==> src/rtl/uart_tx_shift_register.sv <==
// UART transmitter: one-byte holding register feeding a start/8N/stop frame shifter.
// Define UART_TX_PARITY_EN to insert an even-parity bit between the data bits and the stop bit.
module uart_tx_shift_register #(
   parameter int unsigned CLKS_PER_BIT = 434,
   parameter int unsigned CNT_W        = 16
) (
   input  logic       CLOCK,
   input  logic       reset,
   input  logic [7:0] tx_data_in,
   input  logic       Wr_en,
   input  logic       clr_ovrflw,
   output logic       Tx,
   output logic       tx_ready,
   output logic       busy,
   output logic       overflow
);

   typedef enum logic [2:0] {
      StIdle,
      StStart,
      StData,
      StStop
`ifdef UART_TX_PARITY_EN
      , StParity
`endif
   } state_e;

   localparam logic [CNT_W-1:0] CntLast = CNT_W'(CLKS_PER_BIT - 1);

   state_e           state_q, state_d;
   logic [CNT_W-1:0] cnt_q, cnt_d;
   logic [2:0]       idx_q, idx_d;
   logic [7:0]       shift_q, shift_d;
   logic [7:0]       hold_q, hold_d;
   logic             full_q, full_d;
   logic             ovf_q, ovf_d;
   logic             tx_q, tx_d;
   logic             bit_end;
   logic             load;
`ifdef UART_TX_PARITY_EN
   logic             parity_q, parity_d;
`endif

   always_comb begin
      state_d  = state_q;
      cnt_d    = cnt_q;
      idx_d    = idx_q;
      shift_d  = shift_q;
      hold_d   = hold_q;
      full_d   = full_q;
      ovf_d    = ovf_q;
      load     = 1'b0;
      bit_end  = (cnt_q == CntLast);
`ifdef UART_TX_PARITY_EN
      parity_d = parity_q;
`endif

      if (state_q != StIdle) begin
         cnt_d = bit_end ? '0 : cnt_q + CNT_W'(1);
      end

      unique case (state_q)
         StIdle: begin
            if (full_q) load = 1'b1;
         end
         StStart: begin
            if (bit_end) begin
               state_d = StData;
               idx_d   = 3'd0;
            end
         end
         StData: begin
            if (bit_end) begin
               shift_d = shift_q >> 1;
               if (idx_q == 3'd7) begin
`ifdef UART_TX_PARITY_EN
                  state_d = StParity;
`else
                  state_d = StStop;
`endif
               end else begin
                  idx_d = idx_q + 3'd1;
               end
            end
         end
`ifdef UART_TX_PARITY_EN
         StParity: begin
            if (bit_end) state_d = StStop;
         end
`endif
         StStop: begin
            // A queued byte chains straight into the next start bit.
            if (bit_end) begin
               if (full_q) load = 1'b1;
               else        state_d = StIdle;
            end
         end
         default: state_d = StIdle;
      endcase

      if (load) begin
         state_d  = StStart;
         shift_d  = hold_q;
         full_d   = 1'b0;
         cnt_d    = '0;
`ifdef UART_TX_PARITY_EN
         parity_d = ^hold_q;
`endif
      end

      // Acceptance uses the pre-edge full flag, so a write racing a load is dropped.
      if (Wr_en) begin
         if (full_q) begin
            ovf_d = 1'b1;
         end else begin
            hold_d = tx_data_in;
            full_d = 1'b1;
         end
      end
      if (clr_ovrflw) ovf_d = 1'b0;

      case (state_d)
         StStart:  tx_d = 1'b0;
         StData:   tx_d = shift_d[0];
`ifdef UART_TX_PARITY_EN
         StParity: tx_d = parity_d;
`endif
         default:  tx_d = 1'b1;
      endcase
   end

   always_ff @(posedge CLOCK) begin
      if (!reset) begin
         state_q  <= StIdle;
         cnt_q    <= '0;
         idx_q    <= 3'd0;
         shift_q  <= 8'h00;
         hold_q   <= 8'h00;
         full_q   <= 1'b0;
         ovf_q    <= 1'b0;
         tx_q     <= 1'b1;
`ifdef UART_TX_PARITY_EN
         parity_q <= 1'b0;
`endif
      end else begin
         state_q  <= state_d;
         cnt_q    <= cnt_d;
         idx_q    <= idx_d;
         shift_q  <= shift_d;
         hold_q   <= hold_d;
         full_q   <= full_d;
         ovf_q    <= ovf_d;
         tx_q     <= tx_d;
`ifdef UART_TX_PARITY_EN
         parity_q <= parity_d;
`endif
      end
   end

   assign Tx       = tx_q;
   assign tx_ready = ~full_q;
   assign busy     = (state_q != StIdle);
   assign overflow = ovf_q;

endmodule

==> config.mk <==
export PLATFORM = sky130hd
export DESIGN_NAME = uart_tx_shift_register
export DESIGN_NICKNAME = d
export VERILOG_FILES = /design/src/rtl/uart_tx_shift_register.sv
export SDC_FILE = /design/constraint.sdc
export NUM_CORES = 1
export LEC_CHECK = 0
export ABC_CLOCK_PERIOD_IN_PS = 2350
export BUFFER_PORTS_ARGS = -buffer_cell sky130_fd_sc_hd__buf_4
export CAP_MARGIN = 15
export CORE_MARGIN = 2
export CORE_UTILIZATION = 58
export DETAILED_ROUTE_END_ITERATION = 6
export MAX_ROUTING_LAYER = met4
export PLACE_DENSITY = 0.78
export RECOVER_POWER = 25
export SLEW_MARGIN = 30
export SYNTH_ARGS = -nofsm -noshare
export SYNTH_HDL_FRONTEND = slang
export SYNTH_SLANG_ARGS = --single-unit
export TNS_END_PERCENT = 20
==> constraint.sdc <==
create_clock -name CLOCK -period 2.35 [get_ports CLOCK]
set_clock_uncertainty 0.15 [all_clocks]
set_input_delay 0.1175 -clock CLOCK [delete_from_list [all_inputs] [get_ports CLOCK]]
set_output_delay 0.1175 -clock CLOCK [all_outputs]
set_load 0.02 [all_outputs]
==> impl_metrics.toml <==
[global_route]
grt_first_pass_wirelength_um = 6540
grt_pass1_vias = 1478
grt.overflow.total = 0
global_route_total_usage_across_every_layer_pct = 24.5
grt_max_degree = 24
antenna_found_initial = 0

[worst_setup_path]
critical_path.startpoint_type = "register"
cp.arrival_ns = 2.31
worst-r2r-setup-slack_ns = 0.14
worst_setup_path_end_kind = "register"
critical_path.reg2reg.startpoint = "cnt_q[1]"
critical_path_peak_fanout = 8
worstReg2RegEnd = "shift_q[4]"
worst_reg2reg_path_depth = 8
setup.worst_path.class = "reg2reg"
required_ns = 2.45

[detailed_routing]
vias = 1610
drc_errors = 0
drt_first_iter_violations = 80
final_antenna_net_count = 0
number_of_detailed_routing_iterations_run_before_antenna_repair = 4
via_per_inst = 5.40
wl_um = 4090
detail_route.wl_per_cell_um = 13.7

[clocking]
cts_buffer_depth = 2
clk_latency_ns = 0.35
worst_setup_hold_path_clk_slew_ns = 0.11
number_of_sinks_handled_by_clock_tree_synthesis = 41
cts_tree = "done"
cts-htree-levels = 2
clock_buffers_created_by_tritoncts = 5
clock-root-buffer = "clkbuf_4"

[timing]
timing.final.hold_violations = 0
final_max_slew_viol_count = 0
fin_worst_hold_slack_ns = 0.343
maxSlewHeadroom_pct = 54.2
timing.final.crit_share_pct = 93.8
worst_margin_pin_slew_ns = 0.681
achievable-frequency_mhz = 454
setup_violations = 0
rsz0062_at_grt = "no"
fin_tns_setup_ns = 0
finalWorstPathRequiredPeriod_ns = 2.21

[power]
p_total_mw = 1.25
p_leak_nw = 0.947
power_density_nw_per_um2 = 531
vdd_ir_drop_max_mv = 0.338

[synthesis]
syn_area_um2 = 1920
count_of_flip_flops_with_a_built_in_enable_after_synthesis = 0
yosysSeqAreaShare_pct = 42.7
post_synth_inst_count = 212
ys_types = 39
synth_fp_nets = 228
async_flop_share_pct = 0
synth.ff_latch_count = 41
postSynthAreaPerCell_um2 = 9.07
yosys_warnings = 0
postSynth.topFlopCell = "dfxtp_1"

[cells_and_area]
final_design_area_no_fill_um2 = 2360
layout.cells.most_common = "dfxtp_1"
antenna_cells = 0
synthToLayoutAreaGrowth_pct = 22.9
drive_gt1_share_pct = 13.0
fin_nets = 270
layout_common_cells = "dfxtp_1, nor2_1, dlygate4sd3_1, buf_4"

[placed_design]
place_area_um2 = 2110
gp_routability_congestion = 0.841
numPortBuffers = 15
hpwl_detailed_um = 2630

[hold_path]
hold_path.class = "reg2reg"
min_from = "idx_q[1]"
hold_path_end = "idx_q[1]"
whs_path_depth = 2

[floorplan]
rows = 20
floorplan.initialDensity_pct = 61.9
boundaryPins = 16
fp.dieH_um = 61.6
die-area_um2 = 3790
dieWidth_um = 61.6
core_area_um2 = 3100

[run_status]
outcome = "finished clean"

[run]
cap_violations = 0
state kept, by name (all words and copies together) (netlist names):
register / cells
state_q: 3
hold_q: 8
overflow: 1
cnt_q: 16
shift_q: 8
idx_q: 3
Tx: 1
full_q: 1
report_power, final:
part	internal [mW]	switching, mW	leakage (nW)
Sequential	0.720	0.0193	0.334
Clock	0.141	0.214	0.0314
Combinational	0.0840	0.0738	0.582
Total	0.945	0.307	0.947
cells by family (layout without fill, tap and decap cells):
| family | count (synthesis) | count (layout) | share of synthesized area, % |
|---|---|---|---|
| muxes | 15 | 15 | 7.88 |
| xor gates and xnor gates | 15 | 15 | 6.84 |
| adders and majority gates | 4 | 4 | 2.60 |
| DFF | 41 | 41 | 42.7 |
| and+or+nand+nor | 82 | 82 | 24.2 |
| AOI/OAI and AO/OA | 36 | 36 | 11.6 |
| other | 1 | 1 | 0.195 |
| buffers and inverters | 18 | 60 | 3.97 |
worst max-delay path: stages, from the launching register on:
cell and delay (ns):
dfxtp_1 0.36, inv_1 0.07, ha_1 0.13, nor3b_4 0.24, nand4_4 0.18, or4_1 0.51
buf_4 0.21, mux2i_1 0.18, a21oi_1 0.08
synthesized netlist by cell type, types with 2 or more instances:
cell | instances | share of area (%)
mux2i_1 | 14 | 7.3
inv_1 | 9 | 1.8
xor2_1 | 10 | 4.6
and4_1 | 2 | 0.91
nand2b_1 | 3 | 0.98
nor3b_1 | 2 | 0.78
o31ai_1 | 2 | 0.78
xnor2_1 | 5 | 2.3
a21oi_1 | 12 | 3.1
nor3_1 | 7 | 1.8
nor2_1 | 25 | 4.9
nand2_1 | 14 | 2.7
a21boi_0 | 3 | 1.2
nor2b_1 | 9 | 2.9
nand3_1 | 5 | 1.3
nand4_1 | 5 | 1.6
clkbuf_1 | 7 | 1.4
o21a_1 | 2 | 0.78
ha_1 | 4 | 2.6
o21ai_0 | 8 | 2.1
dfxtp_1 | 41 | 43
nor4_1 | 3 | 0.98
a211oi_1 | 3 | 1.2
nor4_4 | 2 | 2.2
routing by layer:
metal | wire, um | vias to the layer above | global-route usage [%] | share of wire (%)
met4 | 72 | 0 | 11.9 | 1.8
met3 | 156 | 7 | 5.88 | 3.8
li1 | - | 815 | - | -
met5 | 0 | - | - | 0
met2 | 2040 | 28 | 38.3 | 50
met1 | 1820 | 760 | 29.3 | 45
cell type report:
type                       count  area, um^2
multi-input combinational    153        1030
sequential                    41         821
fill                         224         742
timing repair buffer          44         365
clock buffer                   7        55.1
tap                           44        55.1
inverter                       9        33.8
stage by stage:
stage / utilization [%] / setup WS, ns / instances
2_1_floorplan: - / 0.261 / 212
3_3_place_gp: 67.9 / 0.171 / 270
3_5_place_dp: 67.9 / 0.112 / 270
4_1_cts: 76.1 / 0.0943 / 297
5_1_grt: 76.1 / 0.0211 / 298
6_report: 76.1 / 0.145 / 298
how the worst max path moves through the flow:
stage / from / to / slack, ns / cells past startpoint
finish: cnt_q[1] / shift_q[4] / 0.14 / 8
global route: cnt_q[1] / shift_q[4] / 0.02 / 8
detailed placement: cnt_q[1] / shift_q[1] / 0.11 / 8
floorplan: cnt_q[0] / shift_q[7] / 0.26 / 7
global placement: cnt_q[1] / shift_q[3] / 0.17 / 8
CTS: cnt_q[1] / shift_q[1] / 0.09 / 8
what timing repair did:
action                                  CTS  global route
endpoints found under the setup margin    0             7
buffers inserted                          0             1
resized for setup                         0             1
hold endpoints to repair                 20             0
hold buffers                             20             0
No activity file was read; power rests on OpenSTA's default activity.
